--- config.mk ---
export PLATFORM = sky130hd
export DESIGN_NAME = spi_master_modes
export DESIGN_NICKNAME = d
export VERILOG_FILES = /design/src/rtl/spi_pkg.sv /design/src/rtl/spi_clk_div.sv /design/src/rtl/spi_master_modes.sv
export SDC_FILE = /design/constraint.sdc
export NUM_CORES = 1
export LEC_CHECK = 0
export ABC_AREA = 1
export BUFFER_PORTS_ARGS = -buffer_cell sky130_fd_sc_hd__buf_2
export CORE_AREA = 2 2 127 67
export DETAILED_ROUTE_END_ITERATION = 7
export DIE_AREA = 0 0 129 69
export GPL_TIMING_DRIVEN = 0
export PLACE_DENSITY = 0.61
export SETUP_SLACK_MARGIN = 0.5
export SLEW_MARGIN = 20
export SYNTH_ARGS = -nofsm -noshare
export SYNTH_HDL_FRONTEND = slang
export SYNTH_SLANG_ARGS = --single-unit
--- constraint.sdc ---
create_clock -name clk -period 1.9 [get_ports clk]
set_input_delay 0.095 -clock clk [delete_from_list [all_inputs] [get_ports clk]]
set_output_delay 0.095 -clock clk [all_outputs]
set_load 0.03 [all_outputs]
--- src/rtl/spi_pkg.sv ---
// Shared SPI definitions: FSM state encoding and the {cpol,cpha} mode constants.
package spi_pkg;

    localparam int STATE_W = 2;

    typedef enum logic [STATE_W-1:0] {
        IDLE  = 2'd0,
        SETUP = 2'd1,
        SHIFT = 2'd2,
        HOLD  = 2'd3
    } state_t;

    // Mode constants are packed as {cpol, cpha}
    localparam logic [1:0] MODE0 = 2'b00;
    localparam logic [1:0] MODE1 = 2'b01;
    localparam logic [1:0] MODE2 = 2'b10;
    localparam logic [1:0] MODE3 = 2'b11;

endpackage

--- src/rtl/spi_clk_div.sv ---
// SCK half-period tick generator: a one-cycle tick every clk_div+1 cycles while enabled.
module spi_clk_div #(
    parameter int DIV_W = 8
) (
    input  logic             clk,
    input  logic             reset,
    input  logic             enable,
    input  logic [DIV_W-1:0] clk_div,
    output logic             tick
);

    logic [DIV_W-1:0] cnt_q;

    assign tick = enable && (cnt_q == clk_div);

    // Reload on match rather than on wrap, so clk_div = all-ones never overflows
    always_ff @(posedge clk or posedge reset) begin
        if (reset) begin
            cnt_q <= '0;
        end else if (!enable || tick) begin
            cnt_q <= '0;
        end else begin
            cnt_q <= cnt_q + 1'b1;
        end
    end

endmodule

--- src/rtl/spi_master_modes.sv ---
// SPI master supporting all four CPOL/CPHA modes, selectable bit order and per-transfer
// chip select; every transfer setting is latched when start is accepted.
module spi_master_modes
    import spi_pkg::*;
#(
    parameter  int DATA_W = 8,
    parameter  int NUM_CS = 4,
    parameter  int DIV_W  = 8,
    localparam int CSW    = (NUM_CS > 1) ? $clog2(NUM_CS) : 1
) (
    input  logic              clk,
    input  logic              reset,
    input  logic              start,
    input  logic [DATA_W-1:0] data_in,
    input  logic [CSW-1:0]    cs_sel,
    input  logic              cpol,
    input  logic              cpha,
    input  logic              lsb_first,
    input  logic [DIV_W-1:0]  clk_div,
    input  logic              miso,
    output logic              mosi,
    output logic              sck,
    output logic [NUM_CS-1:0] cs_n,
    output logic              busy,
    output logic              done,
    output logic [DATA_W-1:0] data_out
);

    localparam int BW = $clog2(DATA_W);
    localparam int EW = BW + 1;
    localparam logic [EW-1:0] LAST_EDGE = EW'(2 * DATA_W - 1);

    state_t            state_q;
    logic [DATA_W-1:0] data_q, rx_q, dout_q;
    logic [NUM_CS-1:0] cs_n_q, cs_n_d;
    logic [DIV_W-1:0]  div_q;
    logic [EW-1:0]     edge_q;
    logic              cpol_q, cpha_q, lsb_q;
    logic              sck_q, mosi_q, busy_q, done_q, fin_q;
    logic              tick;
    logic [BW-1:0]     half;

    spi_clk_div #(.DIV_W(DIV_W)) u_div (
        .clk     (clk),
        .reset   (reset),
        .enable  (state_q != IDLE),
        .clk_div (div_q),
        .tick    (tick)
    );

    // Edge count / 2 is the index of the bit currently on the wire
    assign half = edge_q[EW-1:1];

    function automatic logic [BW-1:0] pos(input logic [BW-1:0] b, input logic lsb);
        return lsb ? b : BW'(DATA_W - 1) - b;
    endfunction

    // Out-of-range cs_sel matches no bit, leaving every select high
    always_comb begin
        cs_n_d = '1;
        for (int unsigned i = 0; i < NUM_CS; i++) begin
            if (32'(cs_sel) == i) cs_n_d[i] = 1'b0;
        end
    end

    // fin_q marks the extra IDLE cycle after HOLD so done/busy/cs_n land one cycle later
    always_ff @(posedge clk or posedge reset) begin
        if (reset) begin
            state_q <= IDLE;
            data_q  <= '0;
            rx_q    <= '0;
            dout_q  <= '0;
            cs_n_q  <= '1;
            div_q   <= '0;
            edge_q  <= '0;
            cpol_q  <= 1'b0;
            cpha_q  <= 1'b0;
            lsb_q   <= 1'b0;
            sck_q   <= 1'b0;
            mosi_q  <= 1'b0;
            busy_q  <= 1'b0;
            done_q  <= 1'b0;
            fin_q   <= 1'b0;
        end else begin
            done_q <= 1'b0;
            if (fin_q) begin
                fin_q  <= 1'b0;
                done_q <= 1'b1;
                busy_q <= 1'b0;
                cs_n_q <= '1;
                dout_q <= rx_q;
            end
            case (state_q)
                IDLE: begin
                    if (start && !busy_q && !done_q) begin
                        state_q <= SETUP;
                        data_q  <= data_in;
                        rx_q    <= '0;
                        cs_n_q  <= cs_n_d;
                        div_q   <= clk_div;
                        cpol_q  <= cpol;
                        cpha_q  <= cpha;
                        lsb_q   <= lsb_first;
                        sck_q   <= cpol;
                        mosi_q  <= lsb_first ? data_in[0] : data_in[DATA_W-1];
                        edge_q  <= '0;
                        busy_q  <= 1'b1;
                    end
                end
                SETUP: begin
                    if (tick) state_q <= SHIFT;
                end
                SHIFT: begin
                    if (tick) begin
                        sck_q <= ~sck_q;
                        if (!edge_q[0]) begin
                            if (!cpha_q) rx_q[pos(half, lsb_q)] <= miso;
                            else if (edge_q != '0) mosi_q <= data_q[pos(half, lsb_q)];
                        end else begin
                            if (cpha_q) rx_q[pos(half, lsb_q)] <= miso;
                            else if (edge_q != LAST_EDGE) mosi_q <= data_q[pos(half + BW'(1), lsb_q)];
                        end
                        if (edge_q == LAST_EDGE) begin
                            edge_q  <= '0;
                            state_q <= HOLD;
                        end else begin
                            edge_q <= edge_q + 1'b1;
                        end
                    end
                end
                HOLD: begin
                    if (tick) begin
                        state_q <= IDLE;
                        mosi_q  <= 1'b0;
                        fin_q   <= 1'b1;
                    end
                end
                default: state_q <= IDLE;
            endcase
        end
    end

    assign mosi     = mosi_q;
    assign sck      = sck_q;
    assign cs_n     = cs_n_q;
    assign busy     = busy_q;
    assign done     = done_q;
    assign data_out = dout_q;

endmodule

After elaboration in Yosys (flattened, before gate mapping):

Cells that the tools add are included.

* add/subtract/negate cells: 5
* mux-type cells: 52
* $lt $le $gt $ge: 3
* reductions and logical operators: 19
* equal/unequal tests: 20
* bitwise operators: 1

Operators with widths (count)
* $mux 8: 6
* $mux 1: 24
* $mux 4: 6
* $ne 3x3->1 const B: 6
* $pmux 8 s2: 1
* $mux 2: 5
* $reduce_and 5->1: 2
* $add 8x1->8 const B: 1
* $bwmux 8: 1
* $eq 2x2->1 const B: 4
* $eq 8x8->1: 1
* $lt 3x4->1 const B: 2
* $pmux 2 s4: 1
* $pmux 4 s2: 1
* $reduce_and 8->1: 1
* $bmux 1 s3: 2
* $mux 3: 2
* $ne 2x1->1 const B: 3
* $sub 3x3->3 const A: 2
* $add 4x1->4 const B: 1
* $eq 2x1->1 const B: 2
* $eq 4x4->1 const B: 1
* $logic_and 1x1->1: 4
* $logic_not 2->1: 2
* 15 further kinds: 19

* bits of input ports: 25
* register bits: 57
* output and inout port bits: 16

Logic depth before layout (Yosys ltp):

Gate-level depths: netlist of the first run.

* depth in word-level cells: 11
* gate-level depth with buffers: 11

Hierarchy:

From an unflattened synthesis of the first run, not the netlist that was laid out.

* cell total of the unflattened synthesis: 390
* area total of the unflattened synthesis: 3071.7 um^2

By module, submodules not included
* spi_master_modes: instances 1, cells each 317, seq. area each 1231.2 um^2, area an instance 2552.4 um^2
* spi_clk_div: instances 1, cells each 73, seq. area each 200.2 um^2, area an instance 519.2 um^2

Least setup slack after synthesis of the first run:

Ideal clock, no wire load.

* kind: flip-flop to flip-flop
* from: reg state_q[0]
* to: reg rx_q[1]
* data required time: 1.783 ns
* data arrival time: 1.432 ns
* clock period less this slack: 1.549 ns
* stages on the path, launching flop included: 10
* library setup time: 0.117 ns
* buffers on the path: 1
* slack: 0.351 ns
* cells stage by stage: dfrtp_1 > inv_1 > ha_1 > o21ai_1 > o21bai_1 > o21ai_4 > buf_6 > nand3_1 > nand2_1 > nand2_1

* word-level cells in the longest chain between the ends: 4
* elaborated cells between the ends (all ways): 11
* those cells by class: eq/ne (5); mux (1); reduce/logical (5)

Ends and longest elaborated chain
* start, declared: RTL line spi_master_modes.sv:33 `state_t state_q;`
* start signal, assigned: RTL line spi_master_modes.sv:69 `state_q <= IDLE;`
* start signal, assigned: RTL line spi_master_modes.sv:96 `state_q <= SETUP;`
* start signal, assigned: RTL line spi_master_modes.sv:111 `if (tick) state_q <= SHIFT;`
* $reduce_bool 2->1: RTL line spi_master_modes.sv:46 `.enable (state_q != IDLE),`
* $logic_and 1x1->1: RTL line spi_clk_div.sv:14 `assign tick = enable && (cnt_q == clk_div);`
* $ne 2x1->1 (no source line)
* $reduce_and 5->1 (no source line)
* end signal, assigned by index: RTL line spi_master_modes.sv:117 `if (!cpha_q) rx_q[pos(half, lsb_q)] <= miso;`
* end signal, assigned by index: RTL line spi_master_modes.sv:120 `if (cpha_q) rx_q[pos(half, lsb_q)] <= miso;`
* end, declared: RTL line spi_master_modes.sv:34 `logic [DATA_W-1:0] data_q, rx_q, dout_q;`

Several ways; a longest one is shown, not always the timed one.
A chain may end at the register's enable or synchronous reset.

Final worst setup path of the first run:

* from: reg u_div.cnt_q[7]
* to: reg rx_q[5]

* word-level cells in the longest chain between the ends: 4

Ends and longest elaborated chain
* start, declared: RTL line spi_clk_div.sv:12 `logic [DIV_W-1:0] cnt_q;`
* start signal, assigned: RTL line spi_clk_div.sv:23 `cnt_q <= cnt_q + 1'b1;`
* $eq 8x8->1: RTL line spi_clk_div.sv:14
* $logic_and 1x1->1: RTL line spi_clk_div.sv:14
* $ne 2x1->1 (no source line)
* $reduce_and 5->1 (no source line)

Every way passes these cells.

==> impl_metrics.toml, run 1 <==
[global_routing]
met1_usage = 0.3105
antenna_found_initial = 1
top_usage_layer = "met1"
grt_usage = 0.2073
first_global_vias = 2868
overflow = 0
grt_util_met3 = 0.07531
grt_max_degree = 34
grt_pass1_wl_microns = 14160
grt.met2_usage = 0.2804

[floorplan]
core_sq_um = 7799
dieArea_sq_um = 8901
io_pins = 41
start_util = 0.3918
rows = 23
die_w_microns = 129
die_h_microns = 69

[clock_tree]
clk_path_buf_depth = 2
cts_buffers = 9
clk_latency_ns = 0.34
cts_tree = "yes"
clockRootBuffer = "clkbuf_16"
clkTransAtPathRegs_ns = 0.05
clkSinkCount = 57
htreeDepth = 3

[finish]
layout.nets = 545
area_delta_synth_final_pct = 56.84
multiInputGateArea_sq_um = 1797
final_cells = 629
design_area_sq_um = 4792
final-seq-area_sq_um = 1438
drive_above_1_share = 0.3818
fill_cells = 649

[power]
switching_share = 0.2386
powerDensity_nw_per_um2 = 688.9
power.leakage_nw = 2.279
netSwitchingPower_w = 0.0007876
p_clk_frac = 0.532
combPwrFrac = 0.082
ir_drop_uv = 427.7
total_power_w = 0.003301
seq_power_share = 0.386
p_int_w = 0.002514

[place]
placed_cell_area_sq_um = 3451
dpl.hpwl_microns = 5857
dp_cells = 553
finalWeightedCongestion = 0.8274
port_buffers = 40

[timing]
fin_crit_sh = 0.8979
setup_viol = 0
maxSlewViolCount = 0
max_freq_mhz = 586.2
worst_slew_pin_slew_ns = 0.6788
rsz0062_at_grt = "true"
slew_headroom = 0.5475
fin_skew_ns = 0.009853
period_minus_slack_ns = 1.706
hold_violations = 0

[routing]
avgViaCountPerCell = 4.970
dr_total_vias = 3126
firstDrtPassIters = 5
drt_iter0_markers = 216
drc = 0
routed_wl_microns = 9546
drt-wirelength-per-cell_microns = 15.18
ant_nets = 0

[yosys]
ys_warn_count = 0
syn_area_sq_um = 3055
synth.avg_cell_area_sq_um = 7.639
ys_types = 33
postSynthCellCount = 400
syn_nets = 434
yosysSeqAreaShare = 0.4685
ys_seq_elements = 57

[critical_path]
required_ns = 2.12
worstReg2RegEnd = "rx_q[5]"
crit_arrival_ns = 1.93
cp-end-kind = "flip-flop"
rr_startpoint = "u_div.cnt_q[7]"
start_kind = "flip-flop"
rrSetupSlack_ns = 0.19
critPathKind = "flip-flop to flip-flop"
ff2ff_path_depth = 10
cp_max_fo = 5
crit_path_start = "u_div.cnt_q[7]"

[min_path]
holdPathEnd = "data_q[7]"
hold_class = "input pin to flip-flop"
min-delay-start = "data_in[7]"
holdPathStages = 3

[run_status]
status = "finished, final reports clean"

[job]
cap_violations = 0
-- Yosys cell counts (all sizes together) --
library cell	number	share of area
a21oi	8	0.013
a31oi	1	0.0020
buf	7	0.016
clkbuf	5	0.0061
clkinv	2	0.0029
dfrtp	53	0.43
dfstp	4	0.034
ha	9	0.037
inv	35	0.043
nand2	156	0.19
nand3	29	0.052
nand3b	1	0.0025
nand4	10	0.020
nor2	28	0.038
nor3	6	0.0098
nor3b	3	0.0074
o211ai	1	0.0025
o21ai	30	0.053
o21bai	1	0.0025
o31ai	1	0.0025
or2	1	0.0020
xnor2	7	0.020
xor2	2	0.0057
-- critical path: stages, from the launching register on --
cell and delay (ns):
dfrtp_1 0.39, inv_1 0.08, nand2_1 0.07, nand4_1 0.15, nor2_2 0.22, nand3_4 0.13, o21ai_4 0.24, buf_6 0.15
nand3_2 0.06, nand2_1 0.06, nand2_1 0.05
-- cells in the final DEF (no fill, tap or decap), types with 6 or more instances in the layout --
cell and count:
a21oi_1 6, buf_2 41, buf_4 28, buf_6 11, clkbuf_16 12, dfrtp_1 48, dlygate4sd3_1 20, inv_1 27
nand2_1 124, nand2_2 22, nand2_4 10, nand3_1 21, nand4_1 10, nor2_1 18, o21ai_0 11, o21ai_1 15
xnor2_1 6
-- power groups by stage --
stage               clock (W)  combinational, W  sequential (W)
floorplan                   0          0.000116         0.00129
global placement            0          0.000186         0.00128
detailed placement          0          0.000196         0.00129
CTS                   0.00178          0.000245         0.00127
global route          0.00184          0.000299         0.00128
finish                0.00176          0.000272         0.00127
-- cell type report --
type | instances | area share
antenna | 1 | 0.0005222
buffer | 12 | 0.02768
clock buffer | 9 | 0.04700
clock inverter | 7 | 0.01984
inverter | 37 | 0.03290
multi-input combinational | 294 | 0.3749
sequential | 57 | 0.3000
tap | 112 | 0.02924
timing repair buffer | 100 | 0.1679
-- state kept, by name, indices dropped and copies added (netlist names), 2 cells and up --
signal	flops
state_q	2
data_out	8
u_div.cnt_q	8
data_q	8
edge_q	4
div_q	8
cs_n	4
rx_q	8
-- worst max path at each step --
stage                            end  slack [ns]  cells after the start
after CTS                       mosi        0.31                      9
final                        rx_q[5]        0.19                     10
after detailed placement  state_q[1]       -0.01                      9
after floorplan              rx_q[1]        0.41                      9
after global routing         rx_q[3]        0.08                     10
after global placement    state_q[1]        0.04                      9
-- routing by layer --
metal	vias to the layer above	wire, microns
li1	1511	-
met4	0	112
met2	113	4214
met3	13	734
met1	1489	4485
met5	-	0
-- kinds of logic after synthesis --
logic type | after synthesis | share of synthesized area
AO/OA/AOI/OAI | 42 | 0.07535
XOR/XNOR | 9 | 0.02580
adder cells (fa/ha/maj) | 9 | 0.03686
buffers and inverters | 49 | 0.06797
flip-flops | 57 | 0.4685
AND/OR/NAND/NOR | 234 | 0.3256
-- metrics by stage --
stage                       util  hold slack [ns]  setup TNS, ns  setup WS, ns
after floorplan                -           0.1512              0        0.4106
after global placement    0.4399           0.2782              0       0.04385
after detailed placement  0.4425           0.1853       -0.02402      -0.01254
after CTS                 0.5456          0.03443              0        0.3119
after global routing      0.6142          0.02953              0       0.08498
final                     0.6145          0.02609              0        0.1941
-- timing repair --
action,in CTS,in global routing
cloned,1,3
buffers inserted,20,15
pin swaps,11,26
gates resized for setup,36,95
setup endpoints to repair,41,47
hold buffers,20,0
endpoints found under the hold margin,42,0
(Power assumes the default switching activity.)
==> run 2: changes to the inputs <==
Settings changed: CELL_PAD_IN_SITES_DETAIL_PLACEMENT from default to 1, CELL_PAD_IN_SITES_GLOBAL_PLACEMENT from default to 1, PLACE_DENSITY 0.61 to 0.78.
==> impl_metrics.toml, run 2 (synthesis results as in run 1) <==
[run_status]
status = "finished, final reports clean"

[routing]
ant_nets = 0
routed_wl_microns = 11750
drt_iter0_markers = 177
avgViaCountPerCell = 5.163
drt-wirelength-per-cell_microns = 18.98
dr_total_vias = 3196
firstDrtPassIters = 4
drc = 0

[floorplan]
rows = 23
die_h_microns = 69
start_util = 0.3918
die_w_microns = 129
dieArea_sq_um = 8901
core_sq_um = 7799
io_pins = 41

[power]
p_clk_frac = 0.529
combPwrFrac = 0.090
seq_power_share = 0.381
powerDensity_nw_per_um2 = 713.4
p_int_w = 0.002516
netSwitchingPower_w = 0.0008175
ir_drop_uv = 450.4
power.leakage_nw = 2.232
switching_share = 0.2452

[min_path]
holdPathStages = 3
holdPathEnd = "sck"
hold_class = "input pin to flip-flop"
min-delay-start = "cpol"

[clock_tree]
htreeDepth = 3
clkTransAtPathRegs_ns = 0.05
clk_latency_ns = 0.34
cts_tree = "yes"
clkSinkCount = 57
clockRootBuffer = "clkbuf_16"
clk_path_buf_depth = 2
cts_buffers = 9

[finish]
area_delta_synth_final_pct = 52.95
fin_util = 0.5992
layout_commonest_cell = "nand2_1"
layout.nets = 536
diodes = 0
fill_cells = 913
drive_above_1_share = 0.3807
final_cell_mix = "nand2_1 (129), dfrtp_1 (45), buf_2 (42)"

[critical_path]
worstReg2RegEnd = "mosi"
cp-end-kind = "flip-flop"
ff2ff_path_depth = 9
rrSetupSlack_ns = 0.17
required_ns = 2.16
crit_arrival_ns = 1.99
critPathKind = "flip-flop to flip-flop"
rr_startpoint = "edge_q[2]"
start_kind = "flip-flop"
cp_max_fo = 7

[timing]
hold_slack_ns = 0.1183
slew_headroom = 0.5476
fin_skew_ns = 0.009073
maxSlewViolCount = 0
max_freq_mhz = 577.0
finalSetupTns_ns = 0
worst_slew_pin_slew_ns = 0.6771
fin_crit_sh = 0.9122
period_minus_slack_ns = 1.733
setup_viol = 0
rsz0062_at_grt = "true"
hold_violations = 0

[global_routing]
met1_usage = 0.3291
antenna_found_initial = 0
overflow = 0
grt.met2_usage = 0.3357
grt_pass1_wl_microns = 15390
grt_util_met3 = 0.05435
grt_max_degree = 31
grt_usage = 0.2248
top_usage_layer = "met2"
first_global_vias = 2929

[place]
dpl.hpwl_microns = 6630
port_buffers = 40
finalWeightedCongestion = 0.8749

[job]
cap_violations = 0
-- run 2: worst max-delay path by stage --
| stage | start | end | slack [ns] | depth (start not counted) |
|---|---|---|---|---|
| 6_report | edge_q[2] | mosi | 0.17 | 9 |
| 5_1_grt | state_q[0] | state_q[0] | 0.08 | 8 |
| 4_1_cts | u_div.cnt_q[0] | rx_q[1] | 0.17 | 9 |
| 3_5_place_dp | state_q[0] | state_q[1] | 0.0006 | 9 |
| 3_3_place_gp | state_q[0] | state_q[1] | 0.03 | 9 |
| 2_1_floorplan | u_div.cnt_q[5] | rx_q[1] | 0.41 | 9 |
-- run 2: metal layers --
layer / wire [microns] / vias up
met5: 0 / -
met4: 156 / 0
met3: 534 / 17
met2: 5569 / 86
met1: 5485 / 1599
li1: - / 1494
-- run 2: through the flow --
step	instance area [sq um]	worst slack, ns	instances	total power [W]
4_1_cts	4110	0.1696	597	0.003279
3_3_place_gp	3431	0.03084	552	0.001472
3_5_place_dp	3451	0.0006073	553	0.001487
2_1_floorplan	3090	0.4106	400	0.001407
5_1_grt	4673	0.07707	619	0.003440
6_report	4673	0.1668	619	0.003334
-- run 2: final cells by class --
| cell class | instances | area [sq um] | area share |
|---|---|---|---|
| Buffer | 12 | 122.6 | 0.02624 |
| Inverter | 37 | 150.1 | 0.03213 |
| Multi-Input combinational cell | 294 | 1782 | 0.3813 |
| Tap cell | 112 | 140.1 | 0.02999 |
| Sequential cell | 57 | 1441 | 0.3084 |
| Clock buffer | 9 | 225.2 | 0.04819 |
| Timing Repair Buffer | 91 | 718.2 | 0.1537 |
| Clock inverter | 7 | 93.84 | 0.02008 |
-- run 2: worst max-delay path, cell delays in order (launching register included) --
cell,delay [ns]
dfrtp_2,0.47
inv_1,0.16
nand2_1,0.12
nand2_1,0.17
nor2_2,0.07
nand3_1,0.09
nand2_1,0.08
o21ai_1,0.20
nand3_2,0.14
a21oi_2,0.15
-- run 2: what timing repair did --
| item | in CTS | in global routing |
|---|---|---|
| hold buffers | 20 | 0 |
| pin swaps | 8 | 30 |
| resized for setup | 19 | 103 |
| buffers inserted | 7 | 19 |
| endpoints found under the hold margin | 42 | 0 |
| setup endpoints to repair | 47 | 48 |
| cloned | 1 | 3 |
-- run 2: power groups by stage --
stage / Sequential, W / Combinational [W] / Clock, W
global placement: 0.00128 / 0.000189 / 0
finish: 0.00127 / 0.000301 / 0.00176
detailed placement: 0.00128 / 0.000203 / 0
global route: 0.00127 / 0.000326 / 0.00184
CTS: 0.00126 / 0.000249 / 0.00177
floorplan: 0.00129 / 0.000116 / 0
